`config.mk`:
```
export PLATFORM = sky130hd
export DESIGN_NAME = counter
export DESIGN_NICKNAME = d
export VERILOG_FILES = /design/src/rtl/counter_pkg.sv /design/src/rtl/counter_edge_sync.sv /design/src/rtl/counter.sv
export SDC_FILE = /design/constraint.sdc
export NUM_CORES = 1
export LEC_CHECK = 0
export ABC_AREA = 1
export ABC_CLOCK_PERIOD_IN_PS = 1800
export CAP_MARGIN = 10
export CORE_UTILIZATION = 53
export DETAILED_ROUTE_END_ITERATION = 8
export HOLD_SLACK_MARGIN = 0.15
export PLACE_DENSITY = 0.77
export SLEW_MARGIN = 5
export SYNTH_ARGS = -nofsm -noshare
export SYNTH_HDL_FRONTEND = slang
export SYNTH_SLANG_ARGS = --single-unit
```
`constraint.sdc`:
```
create_clock -name clk_i -period 1.8 [get_ports clk_i]
set_clock_uncertainty 0.05 [all_clocks]
set_input_delay 0.36 -clock clk_i [delete_from_list [all_inputs] [get_ports clk_i]]
set_output_delay 0.36 -clock clk_i [all_outputs]
set_load 0.05 [all_outputs]
```
`src/rtl/counter_pkg.sv`:
```
// Shared constants and step decoding for the saturating up/down counter.
// The enum names the three things the counter can do on any clock edge.
package counter_pkg;

    localparam int DEFAULT_BW      = 7;
    localparam int DEFAULT_MAX_VAL = 99;

    typedef enum logic [1:0] {
        STEP_HOLD = 2'b00,
        STEP_UP   = 2'b01,
        STEP_DOWN = 2'b10
    } step_e;

    // Coincident up and down requests cancel, so only a lone pulse moves the count.
    function automatic step_e decodeStep(input logic upPulse, input logic downPulse);
        step_e step;
        step = STEP_HOLD;
        if (upPulse && !downPulse) begin
            step = STEP_UP;
        end else if (downPulse && !upPulse) begin
            step = STEP_DOWN;
        end
        return step;
    endfunction

endpackage

```
`src/rtl/counter_edge_sync.sv`:
```
// Brings an asynchronous level into the clock domain through two flops.
// It then emits a one-cycle pulse for each low-to-high transition.
module edge_sync
    import counter_pkg::*;
(
    input  logic clk_i,
    input  logic rst_i,
    input  logic sig_i,
    output logic pulse_o
);

    logic r_meta;
    logic r_sync;
    logic r_delay;

    // Reset clears the whole chain, so a level that is already high at release
    // looks like a fresh rising edge.
    always_ff @(posedge clk_i) begin
        if (rst_i) begin
            r_meta  <= 1'b0;
            r_sync  <= 1'b0;
            r_delay <= 1'b0;
        end else begin
            r_meta  <= sig_i;
            r_sync  <= r_meta;
            r_delay <= r_sync;
        end
    end

    assign pulse_o = r_sync & ~r_delay;

endmodule

```
`src/rtl/counter.sv`:
```
// Saturating up/down counter driven by two asynchronous request lines.
// The count sits directly in a register and never leaves the range 0..MAX_VAL.
module counter
    import counter_pkg::*;
#(
    parameter int BW      = DEFAULT_BW,
    parameter int MAX_VAL = DEFAULT_MAX_VAL
) (
    input  logic          clk_i,
    input  logic          rst_i,
    input  logic          up_i,
    input  logic          down_i,
    output logic [BW-1:0] counter_val_o
);

    localparam logic [BW-1:0] LP_MAX = BW'(MAX_VAL);
    localparam logic [BW-1:0] LP_ONE = BW'(1);

    logic          w_upPulse;
    logic          w_downPulse;
    step_e         w_step;
    logic [BW-1:0] r_count;

    edge_sync u_upSync (
        .clk_i   (clk_i),
        .rst_i   (rst_i),
        .sig_i   (up_i),
        .pulse_o (w_upPulse)
    );

    edge_sync u_downSync (
        .clk_i   (clk_i),
        .rst_i   (rst_i),
        .sig_i   (down_i),
        .pulse_o (w_downPulse)
    );

    assign w_step = decodeStep(w_upPulse, w_downPulse);

    // Up saturation clamps to LP_MAX rather than merely holding, so the count
    // cannot stay above the limit even if it were somehow disturbed.
    always_ff @(posedge clk_i) begin
        if (rst_i) begin
            r_count <= '0;
        end else begin
            case (w_step)
                STEP_UP: begin
                    if (r_count >= LP_MAX) begin
                        r_count <= LP_MAX;
                    end else begin
                        r_count <= r_count + LP_ONE;
                    end
                end
                STEP_DOWN: begin
                    if (r_count != '0) begin
                        r_count <= r_count - LP_ONE;
                    end
                end
                default: begin
                    r_count <= r_count;
                end
            endcase
        end
    end

    assign counter_val_o = r_count;

endmodule

```
==> results by stage, run 1 <==
Status:
- The flow ran to the end, and the final reports show no timing, DRC or antenna violations.

Detailed routing:
- The total wirelength of the detailed-routed design is 1800 microns.
- The detailed-route via count is 824.
- The number of DRC violations after detailed-routing iteration 0 is 17.
- In the routed design, unresolved DRC markers number 0.
- The pre-antenna-repair detailed-routing pass consisted of 4 iterations.
- In the routed layout, each cell is associated on average with a via count of 5.22.
- The highest routed metal layer is met3.
- After detailed routing, the average wire length per cell comes to 11.4 microns.
- The detailed router put a total of 849 microns of wire on met1.
- The count of nets left with antenna violations after detail routing is 0.
- The met2 layer wire length in the routed design is 863 microns.
- The length of routed met3 wiring is 83 microns.

Floorplan:
- In this run the count of I/O pins placed on the die edge is 11.
- From left edge to right edge, the die measures 41.9 microns.
- The floorplan has 14 rows.
- The floorplan step defined a die boundary enclosing 1750 sq um.
- The vertical extent of the die is 41.9 microns.
- The placeable core region is 1490 sq um.
- The initial utilization of the core area, before any placement, comes to 56.6%.

Synth:
- In this run the cell area of the synthesized design comes to 843 sq um.
- The post-synthesis area per instance is 6.59 sq um.
- The adder-cell share of the synthesized area is 4.45%.
- Synthesis produced 128 cells.
- Yosys attributes the largest share of cell area to dfxtp_1, nand2_1, nor2_1.
- In this run, synthesis produced a sequential element count of 13.
- The complex-gate fraction of the synthesized area is 11.0%.
- The synthesized netlist devotes 38.4% of its cell area to simple gates.
- The synthesized netlist contains 24 unique library cells.
- By area, the combinational part of the netlist is dominated by simple AND/OR/NAND/NOR gates.
- Summing the sequential cell areas from Yosys gives 30.9% of the chip area.
- The yosys synthesis warning count is 0.
- The leading area contributor after synthesis is dfxtp_1.
- Summing the areas of all xor and xnor instances in the mapped netlist gives 3.12% of the synthesized area.
- The synthesized design devotes to its leading area cell type 30.9% of total area.
- The number of nets in the synthesized netlist is 135.
- The mux contribution to synthesized area is 0%.

STA:
- Setup violations remaining at the end of the flow were counted as 0.
- The post-route clock period utilization is 93.8%.
- The count of pins over their slew limit is 0.
- Setup total negative slack on the finished layout was measured at 0 ns.
- Setup repair after global routing left no endpoint under its margin.
- The headroom to the max-slew limit is 65.2%.
- Final hold analysis gives a worst-case slack of 0.363 ns.
- The upper clock frequency limit is 592 MHz.
- At the pin with the least slew margin, the transition time is 0.522 ns.
- The clock period could shrink to 1.69 ns.
- The count of final hold-check violations is 0.
- The final worst-path setup slack is 0.112 ns.

Global route:
- The first global-routing pass estimated 3020 microns of wire.
- The maximum number of pins on one net before global-route repair is 11.
- In the global route stage, overall resource usage came out at 21.8%.
- The total grt overflow is 0.
- The via count of the first global-routing pass is 748.
- The number of antenna violations at the first check in global routing is 0.

Critical path:
- The critical path required time is 1.39 ns.
- The critical path goes through buf_4, buf_12.
- The worst register-to-register path has a setup slack of 0.21 ns.
- In this design, the stage delay of the slowest critical-path cell is 0.66 ns.
- Measured in cells, the most critical reg-to-reg path has a length of 8.
- The family of cells with the greatest summed delay on the critical path is flip-flops.
- The largest individual stage delay along the critical path comes from the cell dfxtp_1.
- In this run the worst path has a maximum fanout of 10.
- The endpoint type of the worst setup path is a primary output.
- The start-to-end type of the worst setup path is reg2out.
- The number of buffers and inverters on the critical path is 2.
- The arrival time reported for the critical path endpoint is 1.28 ns.
- The startpoint type of the worst setup path is a register.
- The end of the worst register-to-register path is counter_val_o[4].
- The startpoint identified for the worst register-to-register timing path is counter_val_o[0].

Cells and area:
- The area overhead of the layout relative to synthesis is 18.2%.
- The post-route netlist has 15.5% of its cells at a drive strength greater than 1.
- The number of antenna diodes in the final layout is 0.
- In the final design database the tool counted 150 nets.

Placement:
- The final estimated routing congestion in global placement is 0.864.
- The setup slack at placement is 0.278 ns.
- The total half-perimeter wirelength after legalization and detailed placement is 1400 microns.
- Buffers placed on the I/O ports in this run total 10.

Clock network:
- The number of buffers added for setup after CTS is 0.
- No sink is reached through more buffers than the 2 on the longest clock path.
- The clock buffer count from CTS is 3.
- The latest clock arrival within the worst-skew pair is 0.27 ns.
- The clock slew seen by the registers of the worst setup and hold paths is 0.09 ns.
- The number of H-tree levels is 1.
- The number of hold buffers added after CTS is 0.
- The tree built by TritonCTS fans out to 13 sinks.
- The number of cells upsized or downsized after cts is 0.
- The root buffer cell is clkbuf_4.
- TritonCTS built the clock tree.

Min path:
- The worst hold path begins at u_downSync.r_meta.
- The count of cells along the worst hold path is 2.
- The worst hold path terminates at u_downSync.r_sync.
- The path class of the tightest hold or removal check is reg2reg.

Power and ir drop:
- The ratio of total power to cell area is 789 nW/um^2.
- The worst-case IR drop observed on VDD is 0.529 mV.
- Summed over all cells, the static leakage comes to 0.000477 uW.

Job:
- The count of max-cap constraint violations is 0.
## worst max path at each step
| stage | startpoint | slack, ns | end | depth (start not counted) |
|---|---|---|---|---|
| after CTS | counter_val_o[2] | 0.13 | counter_val_o[2] | 2 |
| after global routing | counter_val_o[0] | 0.04 | counter_val_o[2] | 8 |
| after floorplan | counter_val_o[0] | 0.01 | counter_val_o[2] | 8 |
| after global placement | counter_val_o[0] | 0.32 | counter_val_o[4] | 8 |
| after detailed placement | counter_val_o[0] | 0.28 | counter_val_o[4] | 8 |
| final | counter_val_o[2] | 0.11 | counter_val_o[2] | 2 |
## per-layer routing
metal	GRT usage (%)	vias to the layer above
met5	0	-
met4	5.81	0
met3	2.61	0
met2	39.4	21
met1	27.2	374
li1	-	429
## logic make-up (layout without fill, tap and decap cells)
| group | after synthesis | count (layout) |
|---|---|---|
| DFF | 13 | 13 |
| xor gates and xnor gates | 3 | 3 |
| and+or+nand+nor | 69 | 69 |
| AOI/OAI and AO/OA | 15 | 15 |
| adders and majority gates | 3 | 3 |
| buffers and inverters | 25 | 39 |
## worst register-to-register path: stages (launching register included)
cell and delay, ns:
dfxtp_1 0.46, inv_1 0.15, ha_1 0.23, nand2_1 0.11, o21ai_4 0.09, nand2_4 0.13, nand2_1 0.08, nor2_1 0.13
nor2_1 0.05
## placed cells by master, fill, tap and decap left out, types with 3 or more instances in the layout
master	Yosys	layout
a21oi_1	3	3
buf_4	0	7
clkbuf_4	0	3
clkdlybuf4s50_1	0	3
dfxtp_1	13	13
ha_1	3	3
inv_1	21	21
nand2_1	25	25
nand3_1	10	10
nor2_1	23	23
o21ai_0	5	5
o21ai_1	5	5
xor2_1	3	3
## cell type report
| type | count | area (sq um) |
|---|---|---|
| Fill cell | 143 | 492 |
| Multi-Input combinational cell | 90 | 480 |
| Sequential cell | 13 | 260 |
| Timing Repair Buffer | 12 | 123 |
| Inverter | 23 | 87.6 |
| Clock buffer | 4 | 26.3 |
| Tap cell | 16 | 20.0 |
## stage by stage
| stage | area, sq um | power (uW) | utilization (%) | std cells |
|---|---|---|---|---|
| 2_1_floorplan | 843 | 537 | - | 128 |
| 3_3_place_gp | 971 | 605 | 65.2 | 154 |
| 3_5_place_dp | 971 | 611 | 65.2 | 154 |
| 4_1_cts | 997 | 789 | 67.0 | 158 |
| 5_1_grt | 997 | 836 | 67.0 | 158 |
| 6_report | 997 | 787 | 67.0 | 158 |
## power by group
group	internal [uW]	switching, uW
clock network	85.7	94.8
registers	307	36.9
logic	100	162
## synth_stat cells
| library cell | instances |
|---|---|
| nand2_4 | 1 |
| inv_2 | 1 |
| nor2_2 | 1 |
| a21oi_1 | 3 |
| nor2_8 | 1 |
| xor2_1 | 3 |
| o21bai_2 | 1 |
| ha_1 | 3 |
| o21ai_1 | 5 |
| clkbuf_1 | 1 |
| clkinv_2 | 1 |
| nand2_2 | 1 |
| dfxtp_1 | 13 |
| nor3_1 | 2 |
| nand2_1 | 25 |
| nand3_2 | 2 |
| o21ai_0 | 5 |
| inv_1 | 21 |
| o21ai_4 | 1 |
| nand4_1 | 2 |
| buf_6 | 1 |
| nand3b_1 | 1 |
| nand3_1 | 10 |
| nor2_1 | 23 |
## state kept, by name, summed over array words and instances (netlist names)
name / count
u_upSync.r_sync: 1
counter_val_o: 7
u_upSync.r_delay: 1
u_downSync.r_meta: 1
u_upSync.r_meta: 1
u_downSync.r_sync: 1
u_downSync.r_delay: 1
No activity file was read; power rests on OpenSTA's default activity.
==> inputs of run 2 (changes only) <==
SLEW_MARGIN = 20   (was 5)
TNS_END_PERCENT = 30   (was not set)
==> results of run 2 <==
Final layout, timing and power as in run 1 (identical DEF).
==> inputs of run 3 (changes only) <==
ABC_CLOCK_PERIOD_IN_PS = 1400   (was 1800)
CORE_UTILIZATION = 47   (was 53)
PLACE_DENSITY = 0.72   (was 0.77)
clock period = 1.4 ns   (was 1.8 ns; I/O delays follow)
==> run 3 against run 2 <==
- the run now ends with negative setup slack left
- combinational power is 74% higher
- routed wire length rose by 26%
- final area grew 22%
- clock-buffer cell count did not move
- core utilization rose by 9.3 points
- non-clock buffer count up 10
- die area is 12% higher
- worst setup slack worse by 0.12 ns
==> results by stage, run 3 (synthesis gave the netlist of run 1 again) <==
Status:
- Outcome: finished with violations (was finished clean).
- The checks that failed: negative setup slack.

Critical path:
- The cell with the biggest individual delay on the critical path is dfxtp_4 (was dfxtp_1).
- The arrival time reported for the critical path endpoint is 1.53 ns (was 1.28 ns).
- The endpoint type of the worst setup path is a register (was primary output).
- The startpoint type of the worst setup path is a register (unchanged).
- The capture point of the worst path is counter_val_o[4] (was counter_val_o[2]).
- The delay of the slowest critical-path stage is 0.37 ns (was 0.66 ns).
- The start-to-end type of the worst setup path is reg2reg (was reg2out).
- The worst path buffer plus inverter count was 1 (was 2).
- The family of cells with the greatest summed delay on the critical path is compound AO/OA/AOI/OAI gates (was flip-flops).
- The worst setup path startpoint was counter_val_o[0] (was counter_val_o[2]).
- The critical path required time is 1.52 ns (was 1.39 ns).
- The worst reg-to-reg path cell count is 7 (was 8).
- The number of stages on the worst setup path is 7 (was 2).
- The critical-path maximum fanout is 5 (was 10).
- The launching point of the worst reg2reg path is counter_val_o[0] (unchanged).
- The end of the worst register-to-register path was counter_val_o[4] (unchanged).
- Critical-path cell list: inv_4, ha_4, nand2_4, o21ai_4, nand2_4, o21ai_1, nor2_1 (was buf_4, buf_12).
- Among the stages of the critical path, the cell type that occurs most often is nand2_4.
- The register-to-register setup slack was -0.003 ns (was 0.21 ns).

Global route:
- The number of antenna violations at the first check in global routing is 0 (unchanged).
- The overall global routing resource usage came to 23.2% (was 21.8%).
- The total grt overflow is 0 (unchanged).
- The via count of the first global-routing pass was 738 (was 748).
- The maximum number of pins on one net before global-route repair was 11 (unchanged).
- The wire length of the first global-routing pass came to 3250 microns (was 3020 microns).

Detailed routing:
- The routed wirelength normalized by instance count is 12.8 microns (was 11.4 microns).
- The number of DRC violations after detailed-routing iteration 0 was 49 (was 17).
- The number of iterations in the first detailed-routing pass is 4 (unchanged).
- The count of nets left with antenna violations after detail routing is 0 (unchanged).
- The total DRC errors in the routed layout is 0 (unchanged).
- The total wirelength of the detailed-routed design is 2260 microns (was 1800 microns).
- The detailed-route via count is 893 (was 824).
- The via count normalized by instance count is 5.05 (was 5.22).

Power and ir drop:
- The total leakage power is 0.000563 uW (was 0.000477 uW).
- The ratio of total power to cell area was 940 nW/um^2 (was 789 nW/um^2).
- The combinational power share is 39.9% (was 33.3%).
- The sequential power share came to 39.0% (was 43.7%).
- The cell-internal power is 714 uW (was 493 uW).
- The net switching power is 429 uW (was 294 uW).
- The overall power consumption is 1140 uW (was 787 uW).
- The fraction of power spent switching nets came to 37.5% (was 37.4%).
- The peak ir drop on the vdd network is 0.740 mV (was 0.529 mV).
- The proportion of power drawn by the clock network came to 21.0% (was 22.9%).

Job:
- The count of max-cap constraint violations is 0 (unchanged).

STA:
- The minimum clock period is 1.40 ns.
- The final worst-path setup slack came to -0.00313 ns (was 0.112 ns).
- RSZ-0062 raised after global routing: true (was false).
- The total negative slack for setup checks was -0.00483 ns (was 0 ns).
- The setup-violating endpoint count in the final report is 2 (was 0).
- Of the available clock period, the critical path in the final layout requires 100%.
- The pin slew with the least headroom to its limit is 0.386 ns (was 0.522 ns).
- The count of final hold-check violations is 0 (unchanged).
- The headroom to the max-slew limit is 74.3% (was 65.2%).
- The count of pins over their slew limit is 0 (unchanged).
- Static timing analysis puts the maximum clock frequency at 713 MHz.

Clock network:
- The number of hold buffers added after CTS is 0 (unchanged).
- The root buffer cell was clkbuf_4 (unchanged).
- The maximum clock insertion buffer count came to 2 (unchanged).
- The TritonCTS clock tree is yes (unchanged).
- The clock slew seen by the registers of the worst setup and hold paths was 0.09 ns (about the same).
- The number of H-tree levels is 1 (unchanged).
- The count of clock tree sinks is 13 (unchanged).
- The latest clock arrival within the worst-skew pair is 0.28 ns (was 0.27 ns).
- The clock buffer count from CTS came to 3 (unchanged).

Placement:
- The final estimated routing congestion in global placement is 0.865 (was 0.864).
- The total half-perimeter wirelength after legalization and detailed placement is 1480 microns (was 1400 microns).
- The count of input and output buffers is 10 (unchanged).
- The number of placed instances with taps included came to 166 (was 154).
- The cell area reported after detailed placement came to 1090 sq um (was 971 sq um).
- The setup slack at placement came to -0.0367 ns (was 0.278 ns).

Floorplan:
- The effective utilization at floorplan is 52.9% (was 56.6%).
- The number of rows in the core area is 14 (unchanged).
- The chip width is 44.4 microns (was 41.9 microns).
- The total I/O pin count came to 11 (unchanged).
- The vertical extent of the die is 44.4 microns (was 41.9 microns).
- The placeable core region is 1590 sq um (was 1490 sq um).
- The area enclosed by the die boundary came to 1970 sq um (was 1750 sq um).

Cells and area:
- Most frequent cells in the layout: nand2_1, nor2_1, inv_1, buf_4, nand3_1 (was nand2_1, nor2_1, inv_1, dfxtp_1, nand3_1).
- The fraction of final layout cells with drive strength greater than 1 was 31.4% (was 15.5%).
- The non-filler instance count after layout is 177 (was 158).
- The flip-flop count of the largest register after layout is 7 (unchanged).
- The total inserted antenna cells is 0 (unchanged).
- The most common cell after layout, fill and taps aside is nand2_1 (unchanged).
- The total number of nets in the final design came to 161 (was 150).
- The final instance area is 1220 sq um (was 997 sq um).
- The area overhead of the layout relative to synthesis is 44.2% (was 18.2%).

Min path:
- The class of the tightest hold or removal check was reg2reg (unchanged).
## run 3: cell types whose count changed in the layout (fill, tap and decap cells not counted), sizes merged
cell,before,now
nand2,27,28
buf,9,19
## run 3: power groups by stage
stage / Clock, uW / Combinational [uW] / Sequential (uW)
floorplan: 0 / 196 / 498
global placement: 0 / 380 / 454
detailed placement: 0 / 386 / 454
CTS: 243 / 396 / 447
global route: 252 / 491 / 450
finish: 241 / 456 / 446
## run 3: metrics by stage
stage	hold slack [ns]	utilization (%)
2_1_floorplan	0.337	-
3_3_place_gp	0.340	68.2
3_5_place_dp	0.343	68.2
4_1_cts	0.354	70.8
5_1_grt	0.368	76.3
6_report	0.353	76.3
## run 3: worst min-delay path by stage
stage                           start           endpoint  depth (start not counted)
global route        u_downSync.r_meta  u_downSync.r_sync                          2
CTS                 u_downSync.r_meta  u_downSync.r_sync                          2
detailed placement  u_downSync.r_meta  u_downSync.r_sync                          2
finish              u_downSync.r_meta  u_downSync.r_sync                          2
floorplan                      down_i  u_downSync.r_meta                          2
global placement    u_downSync.r_meta  u_downSync.r_sync                          2
## run 3: what timing repair did
item	4_1_cts	5_1_grt
gates cloned	1	0
pin swaps	1	3
setup buffers	0	6
endpoints found under the setup margin	5	7
resized for setup	3	12
## run 3: area by class of cell
type / instances / area (sq um)
inverter: 23 / 92.6
sequential: 13 / 277
multi-input combinational: 91 / 531
fill: 118 / 378
clock buffer: 4 / 26.3
tap: 24 / 30.0
timing repair buffer: 22 / 260
## run 3: layer usage
metal | track usage, % | up-vias | share of wire [%]
met5 | 0 | - | 0
met2 | 38.5 | 42 | 50
met1 | 29.2 | 398 | 41
li1 | - | 448 | -
met4 | 10.3 | 0 | 1.2
met3 | 4.08 | 5 | 7.4
## run 3: worst reg2reg max path, delay by kind of cell, from the launching register on
kind	cells	cell delay, ns
AOI/OAI and AO/OA	2	0.41
adders and majority gates	1	0.15
buffers and inverters	1	0.08
DFF	1	0.37
and+or+nand+nor	3	0.24
